$ cat src/rtl/count_mon_pkg.sv
// rtl/count_mon_pkg.sv - shared state encoding and default widths for the count sequence monitor
package count_mon_pkg;

   localparam int CW_DEF = 3;
   localparam int WW_DEF = 8;
   localparam int EW_DEF = 4;

   typedef enum logic [1:0] {
      INIT  = 2'd0,
      TRACK = 2'd1,
      FAULT = 2'd2
   } mon_state_t;

endpackage

$ cat src/rtl/sat_counter.sv
// rtl/sat_counter.sv - up counter that sticks at all-ones, with synchronous clear
module sat_counter #(
   parameter int width = 4
) (
   input  logic             clk,
   input  logic             rst,
   input  logic             clr,
   input  logic             inc,
   output logic [width-1:0] q
);

   always_ff @(posedge clk or negedge rst) begin
      if (!rst) begin
         q <= '0;
      end else if (clr) begin
         q <= '0;
      end else if (inc && (q != {width{1'b1}})) begin
         q <= q + 1'b1;
      end
   end

endmodule

$ cat src/rtl/count_seq_monitor.sv
// rtl/count_seq_monitor.sv - checks that an upstream up-counter steps by one each clock,
// counting legal wraps and sequence errors
module count_seq_monitor
   import count_mon_pkg::*;
#(
   parameter int CW = CW_DEF,
   parameter int WW = WW_DEF,
   parameter int EW = EW_DEF
) (
   input  logic          clk,
   input  logic          rst,
   input  logic [CW-1:0] cnt_in,
   input  logic          clr,
   output logic          wrap_pulse,
   output logic [WW-1:0] wrap_cnt,
   output logic          err,
   output logic [EW-1:0] err_cnt,
   output logic          locked
);

   mon_state_t    state;
   mon_state_t    state_nxt;
   logic [CW-1:0] prev;
   logic [CW-1:0] expected;
   logic          match;
   logic          prev_max;
   logic          wrap_hit;
   logic          err_set;
   logic          err_inc;

   assign expected = prev + 1'b1;
   assign match    = (cnt_in == expected);
   assign prev_max = &prev;

   always_comb begin
      state_nxt = state;
      wrap_hit  = 1'b0;
      err_set   = 1'b0;
      err_inc   = 1'b0;
      case (state)
         INIT: begin
            state_nxt = TRACK;
         end
         TRACK: begin
            if (match) begin
               wrap_hit = prev_max;
            end else begin
               err_set   = 1'b1;
               err_inc   = 1'b1;
               state_nxt = FAULT;
            end
         end
         FAULT: begin
            // recovering through max->0 is not counted as a legal wrap
            if (match) begin
               state_nxt = TRACK;
            end else begin
               err_inc = 1'b1;
            end
         end
         default: begin
            state_nxt = INIT;
         end
      endcase
      if (clr) begin
         state_nxt = INIT;
         wrap_hit  = 1'b0;
         err_set   = 1'b0;
         err_inc   = 1'b0;
      end
   end

   always_ff @(posedge clk or negedge rst) begin
      if (!rst) begin
         state      <= INIT;
         prev       <= '0;
         wrap_pulse <= 1'b0;
         wrap_cnt   <= '0;
         err        <= 1'b0;
         locked     <= 1'b0;
      end else begin
         state      <= state_nxt;
         prev       <= cnt_in;
         wrap_pulse <= wrap_hit;
         // locked follows the next state so it rises together with TRACK
         locked     <= (state_nxt == TRACK);
         if (clr) begin
            wrap_cnt <= '0;
         end else if (wrap_hit) begin
            wrap_cnt <= wrap_cnt + 1'b1;
         end
         if (clr) begin
            err <= 1'b0;
         end else if (err_set) begin
            err <= 1'b1;
         end
      end
   end

   sat_counter #(
      .width (EW)
   ) u_err_cnt (
      .clk (clk),
      .rst (rst),
      .clr (clr),
      .inc (err_inc),
      .q   (err_cnt)
   );

endmodule

$ cat config.mk
export PLATFORM = sky130hd
export DESIGN_NAME = count_seq_monitor
export DESIGN_NICKNAME = d
export VERILOG_FILES = /design/src/rtl/count_mon_pkg.sv /design/src/rtl/sat_counter.sv /design/src/rtl/count_seq_monitor.sv
export SDC_FILE = /design/constraint.sdc
export NUM_CORES = 1
export LEC_CHECK = 0
export CORE_ASPECT_RATIO = 0.5
export CORE_MARGIN = 4
export CORE_UTILIZATION = 23
export CTS_CLUSTER_DIAMETER = 40
export CTS_CLUSTER_SIZE = 24
export DETAILED_ROUTE_END_ITERATION = 8
export SLEW_MARGIN = 20
export SYNTH_ARGS = -nofsm -noshare
export SYNTH_HDL_FRONTEND = slang
export SYNTH_HIERARCHICAL = 1
export SYNTH_SLANG_ARGS = --single-unit
$ cat constraint.sdc
create_clock -name clk -period 2.55 [get_ports clk]
set_input_delay 0.51 -clock clk [delete_from_list [all_inputs] [get_ports clk]]
set_output_delay 0.51 -clock clk [all_outputs]
set_load 0.01 [all_outputs]
Yosys cells after proc, flatten, opt, wreduce, memory -nomap -nowiden

Index checks and enable logic that the tools add are counted.

Flip-flop bits (word level): 20
Word-level logic and storage cells: 40
Input bits: 6
Output and inout bits: 15

Reductions and logical operators: 7
Muxes and demuxes: 18
Add/subtract/negate cells: 3
Eq/ne operators: 5

Operators with widths:

| cell                  | number |
|---|---|
| $mux W8               | 2 |
| $mux W1               | 10 |
| $add A8 B1 Y8 const B | 1 |
| $mux W4               | 2 |
| $mux W2               | 3 |
| $pmux W2 S3           | 1 |
| $reduce_bool A2 Y1    | 3 |
| $add A4 B1 Y4 const B | 1 |
| $eq A2 B1 Y1 const B  | 2 |
| $ne A4 B4 Y1 const B  | 1 |
| $add A3 B1 Y3 const B | 1 |
| $eq A3 B3 Y1          | 1 |
| $reduce_and A3 Y1     | 1 |
| $eq A2 B2 Y1 const B  | 1 |
| $logic_not A2 Y1      | 1 |
| $reduce_or A2 Y1      | 1 |
| $logic_and A1 B1 Y1   | 1 |

Longest topological paths before layout

Depth in word-level cells: 8
Gate-level depth with buffers: 8

By module

Netlist, hierarchy kept.

By module, submodules not included:

| module            | cells each | sequential area each (µm²) | instances | area each (µm²) |
|---|---|---|---|---|
| count_seq_monitor | 80         | 400.4                      | 1         | 814.5 |
| sat_counter       | 20         | 100.1                      | 1         | 229.0 |

Least setup slack after synthesis

OpenSTA, ideal clock, no wires.

Path type: reg2reg
Start point: reg prev[0]
End point: reg u_err_cnt.q[0]
Buffers on the path: 0
Arrival time: 2.030 ns
Required time: 2.425 ns
Setup slack: 0.395 ns
Setup time: 0.125 ns
Cell stages (with the launch flop): 8
Cells stage by stage: dfrtp_1 -> ha_1 -> ha_1 -> xnor2_1 -> and3_1 -> nor3b_1 -> nor2b_4 -> mux2_4

Word-level cells in the longest chain between the ends: 7

RTL lines:

| item                                | RTL line                                         | RTL |
|---|---|---|
| start, declared                     | count_seq_monitor.sv:23                          | `logic [CW-1:0] prev;` |
| start signal, assigned              | count_seq_monitor.sv:83                          | `prev <= cnt_in;` |
| $add A3 B1 Y3                       | count_seq_monitor.sv:31                          | `assign expected = prev + 1'b1;` |
| $eq A3 B3 Y1                        | count_seq_monitor.sv:32                          | `assign match = (cnt_in == expected);` |
| $mux W1                             | count_seq_monitor.sv:45, count_seq_monitor.sv:55 |  |
| $mux W1                             | --                                               |  |
| $mux W1                             | count_seq_monitor.sv:65                          | `if (clr) begin` |
| via err_inc                         | count_seq_monitor.sv:29                          | `logic err_inc;` |
| $logic_and A1 B1 Y1                 | sat_counter.sv:17                                | `end else if (inc && (q != {width{1'b1}})) begin` |
| $reduce_bool A2 Y1 (no source line) | --                                               |  |
| end signal, assigned                | sat_counter.sv:18                                | `q <= q + 1'b1;` |
| end, declared                       | sat_counter.sv:9                                 | `output logic [width-1:0] q` |

The timed path passes the listed nets, and every way through them passes these cells.
A chain may end at the register's enable or synchronous reset.

Worst setup path in the final report

Start point: reg prev[0]
End point: reg u_err_cnt.q[3]

The elaborated chain is that of the path after synthesis.

==> out/qor.txt <==
outcome: finished clean
R2R Setup Slk: 290 ps
post-synthesis xor/xnor area fraction: 3.357%
fraction of layout cells with a size suffix above 1: 9.524%
Hold Buf Count CTS: 0
Worst Path Buf+Inv: 1
DR WL/cell: 11.94 microns
WP data arrival: 2450 ps
Hold Crit Class: reg -> reg
Starting Density: 25.30%
cell with the most instances on the worst path: ha_1
Syn Inst Count: 100
antenna viol nets, final: 0
fill count: 432
Primary FF master, synth: dfrtp_1
CTS Buffer Depth: 2
Die Ht: 55.63 microns
# setup viols final: 0
critical path cell sequence: ha_1, ha_1, xnor2_1, and3_1, nor3b_1, buf_4, nand4_1, or2_0, a21oi_1
Async S/R FF share, synth: 100.0%
Startpoint Class: register
CP max FO: 4
WS Path Type: reg -> reg
Synth Area in Simple Gates: 20.38%
worst hold path stage count: 2
Period Utilization, post-route: 88.66%
Fin. Hold Viols: 0
Worst Path Required: 2740 ps
top cell type by total area after synthesis: dfrtp_1
GPL Wtd Cong: 0.7506
worst slew pin tran: 304.9 ps
num rows: 16
minimum clock period: 2261 ps
vias in the first global route: 857
root buffer cell: clkbuf_8
# diodes: 0
Nets: 141
number of max-cap violations: 0
Rel. slew slack: 79.52%
Power Density: 526.0 nW/um^2
placed cells: 176
die area: 5744 sq um
Crit path max-delay family: simple AND/OR/NAND/NOR gates
post-synthesis mux area share: 3.357%
Global Route Usage Sum: 8.052%
HP Start: err
fin. max-slew vios: 0
Post-Syn Nets: 114
Compound-Gate Fraction of Synth Area: 12.35%
buffer count from post-CTS setup fixing: 0
largest net degree at the start of global routing: 21
unrepaired setup endpoints after global routing: no
Yosys reg bits: 20
IO buf count: 20
antenna violations before repair: 0
clock sink count: 20
number of CTS-inserted buffers: 3
clock latency on the worst-skew pair: 250 ps
most frequent cell after synthesis: dfrtp_1
Critical-path top delay cell: dfrtp_1
Clock Skew: 2.562 ps
Worst R2R Start: prev[0]
reg2reg path depth: 9
Max Clk Rate: 0.4423 GHz
H-tree levels: 1
Die Span X: 103.3 microns
LEAKAGE: 0.0005864 uW
routed vias: 826
Via density: 4.589
core area: 4124 sq um
Post-Syn Area: 1044 sq um
first-pass GRT wire length: 3.726 mm
synth top area cells: dfrtp_1, ha_1, a21oi_1
Synth top cells by count: dfrtp_1, a21oi_1, ha_1
Initial DRC Count: 19
sequential fraction of the synthesis area: 47.96%
Area growth syn-to-layout: 32.97%
EDFF count, synth: 0
Top Ports: 21
HPWL Detailed: 1.627 mm
clock slew at reported path FFs: 70 ps
reg2reg end: u_err_cnt/q[3]
Non-Filler Instances: 180
First-pass DRT Iterations: 4
largest family of logic cells by synthesized area: simple AND/OR/NAND/NOR gates
# resized after CTS: 0
crit-path max cell delay: 400 ps
Synth cell types: 32
VDD IR max: 0.0002070 V
CTS tree: built
Hold EP: err
Avg Inst Size Synth: 10.44 sq um
setup TNS: 0 ps
Ys Warns: 6
Total Power: 729.8 uW
Final Util: 33.65%
grt ovf: 0
WL final: 2.150 mm
Synth top area share: 47.96%
DRC: 0
post-synthesis adder-cell area fraction: 9.592%
Worst setup EP type: register
-- worst max path at each step --
stage,end,startpoint,slack [ps],depth (start not counted)
2_1_floorplan,u_err_cnt/q[0],prev[0],390,7
3_5_place_dp,u_err_cnt/q[3],cnt_in[2],200,8
6_report,u_err_cnt/q[3],prev[0],290,9
4_1_cts,u_err_cnt/q[3],prev[0],250,9
5_1_grt,u_err_cnt/q[3],prev[0],120,9
3_3_place_gp,u_err_cnt/q[3],cnt_in[0],210,8
-- power by group --
group          total, uW  leakage, uW  internal, uW  switching (uW)
Combinational        140     0.000289          72.3            67.9
Sequential           351     0.000268           336            15.7
Clock                238    0.0000288           137             101
-- cells by family after synthesis --
group | Yosys count
AOI/OAI and AO/OA | 22
xor gates and xnor gates | 4
adders and majority gates | 8
buffers and inverters | 8
DFF | 20
muxes | 3
and+or+nand+nor | 35
-- cells in the final DEF (no fill, tap or decap), drive strengths merged --
master	synthesis	layout
ha	8	8
nand4b	1	1
nor3b	1	1
o31ai	4	4
nor2b	2	2
xnor2	2	2
buf	1	4
nor3	1	1
nand2	5	5
and4b	1	1
nand2b	2	2
dfrtp	20	20
o21ai	5	5
mux2i	2	2
inv	6	6
or3	2	2
and3	4	4
a32o	1	1
a21oi	10	10
a31oi	1	1
nor2	6	6
nand4	1	1
clkdlybuf4s50	0	20
mux2	1	1
a211oi	1	1
clkbuf	1	4
or2	1	1
xor2	2	2
nand3	3	3
or4	4	4
and2	1	1
-- routing by layer --
layer	share of wire (%)	wire length (microns)	global-route usage (%)
met1	46	983	9.557
met2	49	1059	13.58
met3	3.7	80	2.253
met4	1.3	27	3.321
met5	0	0	0
-- stage by stage --
stage / worst slack (ps) / area [sq um] / hold slack [ps]
3_5_place_dp: 195.6 / 1333 / 502.1
4_1_cts: 251.9 / 1388 / 519.8
3_3_place_gp: 208.7 / 1333 / 487.5
5_1_grt: 116.7 / 1388 / 589.4
2_1_floorplan: 394.7 / 1044 / 214.4
6_report: 289.2 / 1388 / 516.8
-- cell type report --
type | instances | area [sq um] | share of cell area [%]
multi-input cells | 72 | 511.7 | 36.88
clock buffers | 4 | 55.05 | 3.968
inverters | 6 | 22.52 | 1.623
repair buffers | 24 | 230.2 | 16.59
well taps | 54 | 67.56 | 4.869
flip-flops and latches | 20 | 500.5 | 36.07
-- flip-flops by register name, summed over array words and instances, names as in the netlist --
name and flops:
locked 1, state 2, wrap_cnt 8, wrap_pulse 1, err 1, u_err_cnt/q 4
prev 3
-- worst min-delay path: cells and delay by family, from the launching register on --
family           cells  cell delay (ps)
AO/OA/AOI/OAI        1               40
flip-flops           1              340
AND/OR/NAND/NOR      1               90
Note: power is estimated with default switching activity, not from simulation.
